$ cat src/rtl/game_pkg.sv
// Shared phase encoding and helpers for the wand game flow controller.
// Phase values are fixed so screen logic elsewhere can decode them directly.
package game_pkg;

    localparam int PH_W = 3;

    typedef enum logic [PH_W-1:0] {
        PH_LOGO   = 3'd0,
        PH_READY  = 3'd1,
        PH_PLAY   = 3'd2,
        PH_TUP    = 3'd3,
        PH_LEADER = 3'd4
    } phase_e;

    function automatic logic [7:0] phase_secs(
        input phase_e     ph,
        input logic [7:0] rdy,
        input logic [7:0] ply,
        input logic [7:0] tup,
        input logic [7:0] ldr
    );
        logic [7:0] s;
        s = 8'd0;
        case (ph)
            PH_READY:  s = rdy;
            PH_PLAY:   s = ply;
            PH_TUP:    s = tup;
            PH_LEADER: s = ldr;
            default:   s = 8'd0;
        endcase
        return s;
    endfunction

endpackage

$ cat src/rtl/sec_prescaler.sv
// One-second tick generator; counts 0..CLK_HZ-1 and pulses on the last count.
// Shared with the on-screen timer block.
module sec_prescaler #(
    parameter int unsigned CLK_HZ = 50_000_000
) (
    input  logic clock,
    input  logic resetn,
    input  logic clr,
    output logic tick
);

    localparam int unsigned W = (CLK_HZ > 1) ? $clog2(CLK_HZ) : 1;
    localparam logic [W-1:0] LAST = W'(CLK_HZ - 1);

    logic [W-1:0] cnt_q, cnt_d;

    assign tick = (cnt_q == LAST);

    always_comb begin
        cnt_d = cnt_q + W'(1);
        if (clr || tick) cnt_d = '0;
    end

    always_ff @(posedge clock or negedge resetn) begin
        if (!resetn) cnt_q <= '0;
        else         cnt_q <= cnt_d;
    end

endmodule

$ cat src/rtl/game_phase_sequencer.sv
// Game-flow controller: LOGO -> GET_READY -> PLAY -> TIMES_UP -> LEADERBOARD.
// Drives one-hot screen selects, score gating and a per-phase seconds countdown.
module game_phase_sequencer
    import game_pkg::*;
#(
    parameter int unsigned CLK_HZ      = 50_000_000,
    parameter int unsigned READY_SEC   = 5,
    parameter int unsigned PLAY_SEC    = 60,
    parameter int unsigned TIMESUP_SEC = 3,
    parameter int unsigned LEADER_SEC  = 10
) (
    input  logic       clock,
    input  logic       resetn,
    input  logic       start,
    input  logic       abort,
    input  logic       two_player_sel,
    output logic       logo,
    output logic       get_ready,
    output logic       play,
    output logic       times_up,
    output logic       leaderboard,
    output logic       two_player_mode,
    output logic       score_enable,
    output logic       score_clear,
    output logic       end_of_game,
    output logic [7:0] seconds_left,
    output logic       sec_tick
);

    if (READY_SEC == 0 || PLAY_SEC == 0 || TIMESUP_SEC == 0 || LEADER_SEC == 0 ||
        READY_SEC > 255 || PLAY_SEC > 255 || TIMESUP_SEC > 255 || LEADER_SEC > 255)
    begin : g_cfg_err
        $error("game_phase_sequencer: every *_SEC must be in 1..255");
    end

    localparam logic [7:0] RDY8 = 8'(READY_SEC);
    localparam logic [7:0] PLY8 = 8'(PLAY_SEC);
    localparam logic [7:0] TUP8 = 8'(TIMESUP_SEC);
    localparam logic [7:0] LDR8 = 8'(LEADER_SEC);

    phase_e     state_q, state_d;
    logic [7:0] secs_q, secs_d;
    logic       start_q;
    logic       rise, tick, expire, entering, clr, new_game;
    logic       logo_q, ready_q, play_q, tup_q, ldr_q;
    logic       mode_q, en_q, sclr_q, eog_q;

    sec_prescaler #(.CLK_HZ(CLK_HZ)) u_pre (
        .clock  (clock),
        .resetn (resetn),
        .clr    (clr),
        .tick   (tick)
    );

    assign rise     = start & ~start_q;
    assign expire   = tick & (secs_q == 8'd1);
    assign entering = (state_d != state_q);
    assign new_game = (state_q == PH_LOGO) & (state_d == PH_READY);
    // Holding the prescaler in LOGO makes every phase start from a full second.
    assign clr      = entering | (state_q == PH_LOGO);

    always_comb begin
        state_d = state_q;
        case (state_q)
            PH_LOGO:   if (!abort && rise) state_d = PH_READY;
            PH_READY:  if (expire) state_d = PH_PLAY;
            PH_PLAY:   if (expire) state_d = PH_TUP;
            PH_TUP:    if (expire) state_d = PH_LEADER;
            PH_LEADER: if (expire || rise) state_d = PH_LOGO;
            default:   state_d = PH_LOGO;
        endcase
        if (abort && state_q != PH_LOGO) state_d = PH_LOGO;
    end

    always_comb begin
        secs_d = secs_q;
        if (entering)
            secs_d = phase_secs(state_d, RDY8, PLY8, TUP8, LDR8);
        else if (tick && state_q != PH_LOGO)
            secs_d = secs_q - 8'd1;
    end

    always_ff @(posedge clock or negedge resetn) begin
        if (!resetn) begin
            state_q <= PH_LOGO;
            secs_q  <= 8'd0;
            start_q <= 1'b1;
            logo_q  <= 1'b1;
            ready_q <= 1'b0;
            play_q  <= 1'b0;
            tup_q   <= 1'b0;
            ldr_q   <= 1'b0;
            mode_q  <= 1'b0;
            en_q    <= 1'b0;
            sclr_q  <= 1'b0;
            eog_q   <= 1'b0;
        end else begin
            state_q <= state_d;
            secs_q  <= secs_d;
            start_q <= start;
            logo_q  <= (state_d == PH_LOGO);
            ready_q <= (state_d == PH_READY);
            play_q  <= (state_d == PH_PLAY);
            tup_q   <= (state_d == PH_TUP);
            ldr_q   <= (state_d == PH_LEADER);
            en_q    <= (state_d == PH_PLAY);
            sclr_q  <= new_game;
            eog_q   <= (state_q == PH_PLAY) & (state_d == PH_TUP);
            if (new_game) mode_q <= two_player_sel;
        end
    end

    assign logo            = logo_q;
    assign get_ready       = ready_q;
    assign play            = play_q;
    assign times_up        = tup_q;
    assign leaderboard     = ldr_q;
    assign two_player_mode = mode_q;
    assign score_enable    = en_q;
    assign score_clear     = sclr_q;
    assign end_of_game     = eog_q;
    assign seconds_left    = secs_q;
    assign sec_tick        = tick & (state_q != PH_LOGO);

endmodule

$ cat config.mk
export PLATFORM = sky130hd
export DESIGN_NAME = game_phase_sequencer
export DESIGN_NICKNAME = d
export VERILOG_FILES = /design/src/rtl/game_pkg.sv /design/src/rtl/sec_prescaler.sv /design/src/rtl/game_phase_sequencer.sv
export SDC_FILE = /design/constraint.sdc
export NUM_CORES = 1
export LEC_CHECK = 0
export ABC_CLOCK_PERIOD_IN_PS = 2550
export CAP_MARGIN = 25
export CORE_MARGIN = 3
export CORE_UTILIZATION = 33
export CTS_CLUSTER_DIAMETER = 40
export CTS_CLUSTER_SIZE = 12
export DETAILED_ROUTE_END_ITERATION = 10
export MAX_ROUTING_LAYER = met4
export RECOVER_POWER = 100
export SETUP_SLACK_MARGIN = 0.15
export SYNTH_ARGS = -nofsm -noshare
export SYNTH_HDL_FRONTEND = slang
export SYNTH_SLANG_ARGS = --single-unit
$ cat constraint.sdc
create_clock -name clock -period 2.55 [get_ports clock]
set_input_delay 0.765 -clock clock [delete_from_list [all_inputs] [get_ports clock]]
set_output_delay 0.765 -clock clock [all_outputs]
set_load 0.03 [all_outputs]
Word-level counts from Yosys, hierarchy flattened
Cells that the tools add are included.
{"block": "word_totals", "reg_bits": 46, "wordCells": 53}
{"block": "op_classes", "mux": 11, "n_bitwise": 7, "eq_ne": 11, "n_reduce_logical": 10, "n_addsub": 2}
{"operator": "$add 26x1->26 const B", "n": 1}
{"operator": "$eq 26x26->1 const B", "n": 1}
{"operator": "$mux 26", "n": 1}
{"operator": "$pmux 6 s4", "n": 1}
{"operator": "$mux 3", "n": 6}
{"operator": "$mux 8", "n": 2}
{"operator": "$pmux 3 s5", "n": 1}
{"operator": "$eq 3x2->1 const B", "n": 4}
{"operator": "$eq 8x1->1 const B", "n": 1}
{"operator": "$sub 8x1->8 const B", "n": 1}
{"operator": "$eq 3x1->1 const B", "n": 2}
{"operator": "$eq 3x3->1 const B", "n": 2}
{"operator": "$logic_not 3->1", "n": 2}
{"operator": "$and 1x1->1", "n": 5}
{"operator": "$logic_and 1x1->1", "n": 3}
{"operator": "$ne 3x3->1", "n": 1}
{"operator": "$reduce_bool 3->1", "n": 1}
{"operator": "$logic_or 1x1->1", "n": 2}
{"operator": "$reduce_bool 2->1", "n": 1}
{"operator": "$logic_not 1->1", "n": 1}
{"operator": "$not 1->1", "n": 1}
{"operator": "$or 1x1->1", "n": 1}

Depth between registers and ports, before layout
{"block": "logic_depth", "word_depth": 10, "ltp_mapped": 8, "ltp_nobuf": 6}

Modules after synthesis
A second synthesis with hierarchy kept.
{"block": "unflattened", "cells_unflattened": 247, "hier_area_um2": 2462.4}
{"module": "sec_prescaler", "n_inst": 1, "area_per_inst_um2": 1385.1, "seq_area_each_um2": 650.6, "cells_per_inst": 144}
{"module": "game_phase_sequencer", "n_inst": 1, "area_per_inst_um2": 1077.3, "seq_area_each_um2": 503.0, "cells_per_inst": 103}

Worst setup path before layout
OpenSTA, ideal clock, no wires.
{"block": "synth_timing", "path_type": "reg2out", "startpoint": "register u_pre.cnt_q[0]", "endpoint": "output sec_tick", "setup_slack_ps": -231, "n_path_buf": 1, "required_time_ps": 1785, "arrival_time_ps": 2016, "stages_incl_launch_ff": 6, "path_cell_list": "dfrtp_1 > ha_1 > and3_1 > nand4_1 > buf_1 > nor3_1"}
{"block": "synth_between", "elab_chain_len": 2}
{"element": "from (decl)", "line": "sec_prescaler.sv:15", "source": "logic [W-1:0] cnt_q, cnt_d;"}
{"element": "from (signal assigned)", "line": "sec_prescaler.sv:26", "source": "else cnt_q <= cnt_d;"}
{"element": "$eq 26x26->1", "line": "sec_prescaler.sv:17", "source": "assign tick = (cnt_q == LAST);"}
{"element": "$and 1x1->1", "line": "game_phase_sequencer.sv:123", "source": "assign sec_tick = tick & (state_q != PH_LOGO);"}
{"element": "to (decl)", "line": "game_phase_sequencer.sv:27", "source": "output logic sec_tick"}
Every way passes these cells.

Final worst setup path
{"block": "layout_timing", "startpoint": "register u_pre.cnt_q[9]", "endpoint": "output sec_tick"}
The elaborated chain is that of the path after synthesis.

==> summary.md <==
| Metric | Value |
|---|---|
| Util after Layout | 42.6% |
| Antenna cells | 0 |
| Startpoint Class | flop |
| Nets@finish | 286 |
| Die X | 90.5 um |
| Port Buffers | 22 |
| CTS Sinks | 46 |
| Synth warn | 0 |
| Global Route met1 Usage | 16.5% |
| Sequential power share | 53.8% |
| Largest net degree at the start of global routing | 47 |
| Post-synth cell types | 41 |
| Outcome | completed |
| Cts hold-fix bufs | 0 |
| Most frequent cells in the layout | dfrtp_1, nor2_1, dlygate4sd3_1, buf_4, xor2_1 |
| Cell row count | 30 |
| Switch share | 26.2% |
| Clock power share | 32.5% |
| Critical path class | reg2out |
| Worst clock skew | 0.0102 ns |
| Gr busiest metal | met2 |
| Mapped Nets | 246 |
| Crit end category | primary output |
| Largest fanout on the critical path | 6 |
| Drt total wl | 4.78 mm |
| Worst setup margin | 0.118 ns |
| Internal | 0.00105 W |
| IO Pins | 23 |
| GRT Total Usage | 12.6% |
| Root buffer cell | clkbuf_8 |
| Layout area overhead | 24.4% |
| Max rail drop VDD | 0.284 mV |
| Fmax | 411 MHz |
| Dpl ws | 0.0956 ns |
| Combinational power share | 13.7% |
| Gate Count Post-Synth | 238 |
| Biggest register | u_pre.cnt_q |
| First DRT Iteration DRCs | 53 |
| Initial antenna violation count | 0 |
| Max Slew Vio Count | 0 |
| Post-route ant nets | 0 |
| RSZ-0062 raised after global routing | yes |
| Routability-driven placement congestion ratio | 0.792 |
| Final Critical Period | 2.43 ns |
| Final Hold Vio Count | 0 |
| Net Sw Power | 0.000373 W |
| Synth top area share | 46.8% |
| Worst Max-Slew Pin Slew | 1.13 ns |
| Max_cap viols | 0 |
| Proportion of layout cells with a drive suffix above 1 | 16.5% |
| Hold crit path type | reg2reg |
| Skew-Pair Late Insertion Delay | 0.29 ns |
| GR met2 Demand/Resource | 20.0% |
| Post-DR vias/cell | 4.78 |
| Syn Area/Cell | 9.89 um2 |
| Largest register FFs | 26 |
| CTS Buf Count | 5 |
| Filler Cell Count | 687 |
| H-tree levels | 2 |
| Yosys reg bits | 46 |
| Max Root-Sink Buffers | 2 |
| Synth Cell Area | 2350 um2 |
| Area leader, netlist | dfrtp_1 |
| Worst EP required | 1.79 ns |
| Residual DRC | 0 |
| Crit path arrival time | 1.67 ns |
| Top post-synthesis cells by area | dfrtp_1, nor2_1, xor2_1 |
| DRT Pass-1 Iters | 4 |
| Hpwl dp | 3.23 mm |
| Commonest non-fill, non-tap cell in the layout | dfrtp_1 |
| Vias in the first global route | 1,822 |
| Starting density of the core | 34.3% |
| CTS tree | done |
| Grt ovf | 0 |
| Period utilization | 95.4% |
| Average wire per standard cell | 12.7 um |
| Relative slew margins | 24.8% |
| Setup Viol. Count Final | 0 |
| Met3 usage in global routing | 2.83% |
| Sequential share of the synthesized area | 49.0% |
| Setup TNS | 0 ns |
| Leakage | 1.24 nW |
| Clock Pin Slew Worst Setup and Hold Paths | 0.08 ns |
| Die height | 90.5 um |
| Die footprint | 8180 um2 |
| Vias | 1,791 |
| Global-route wire length before repair | 8.40 mm |
| Power density cells | 485 nW/um2 |
| CORE AREA | 6870 um2 |
[power by group through the flow]
stage	logic (W)	clock network [W]	registers, W
floorplan	0.0000937	0	0.000805
global placement	0.000202	0	0.000779
detailed placement	0.000204	0	0.000780
CTS	0.000205	0.000482	0.000766
global route	0.000215	0.000508	0.000768
finish	0.000194	0.000462	0.000765
[area by class of cell]
| type | instances | area, um2 | share of cell area [%] |
|---|---|---|---|
| flip-flops and latches | 46 | 1150 | 39.4 |
| multi-input cells | 176 | 1150 | 39.4 |
| clock buffers | 6 | 82.6 | 2.82 |
| inverters | 6 | 22.5 | 0.769 |
| repair buffers | 43 | 380 | 13.0 |
| clock inverters | 2 | 12.5 | 0.427 |
| well taps | 96 | 120 | 4.10 |
[critical path, cell delays in order, from the launching register on]
cell	delay, ns
dfrtp_2	0.45
nor4_2	0.25
nand4_1	0.23
nor3_4	0.28
buf_6	0.17
[path summary, 6_finish.rpt]
check | from | endpoint | slack, ns | depth (start not counted)
max | u_pre.cnt_q[9] | sec_tick | 0.12 | 4
min | two_player_mode | two_player_mode | 0.50 | 1
max reg2reg | seconds_left[3] | seconds_left[4] | 0.16 | 5
min reg2reg | two_player_mode | two_player_mode | 0.50 | 1
max in group asynchronous | resetn | u_pre.cnt_q[9] | 1.03 | 2
min in group asynchronous | resetn | seconds_left[6] | 0.76 | 2
[repair_timing]
item / CTS / global route
gates resized for setup: 5 / 3
setup endpoints to repair: 7 / 1
gates cloned: 0 / 0
pin swaps: 3 / 4
buffers inserted: 1 / 6
[metrics by stage]
step	hold slack [ns]	instance area, um2	instances	power (W)
2_1_floorplan	0.455	2360	238	0.000899
3_3_place_gp	0.475	2760	360	0.000982
3_5_place_dp	0.481	2760	360	0.000985
4_1_cts	0.493	2880	369	0.00145
5_1_grt	0.549	2930	375	0.00149
6_report	0.500	2930	375	0.00142
[kinds of logic after synthesis]
kind of cell	count (synthesis)	share of synthesized area, %
multiplexers	8	3.56
adder cells (fa/ha/maj)	3	1.60
buffers and inverters	16	3.19
AND/OR/NAND/NOR	114	25.6
flip-flops	46	49.0
XOR/XNOR	30	11.2
AO/OA/AOI/OAI	21	5.85
[cell usage after synthesis, drive strengths merged]
master	count
mux2i	5
inv	6
ha	3
xor2	16
nand4	11
nand3	10
buf	5
o31a	2
dfrtp	44
nand2	13
nor3	9
xnor2	14
a211o	1
nor4bb	1
or2	1
o32ai	2
o21bai	3
and2	1
nor3b	1
o22ai	2
and3	7
or3	3
clkbuf	5
nor2b	2
o21ai	6
nor4	8
mux2	3
a21oi	5
or4b	1
dfstp	2
nor2	38
and4	2
nand2b	3
or4	3
[routing by layer]
metal / wire (um) / vias to the layer above
met4: 40 / 0
met1: 2390 / 862
met2: 2220 / 21
met5: 0 / -
met3: 134 / 4
li1: - / 904
Note: power is estimated with default switching activity, not from simulation.
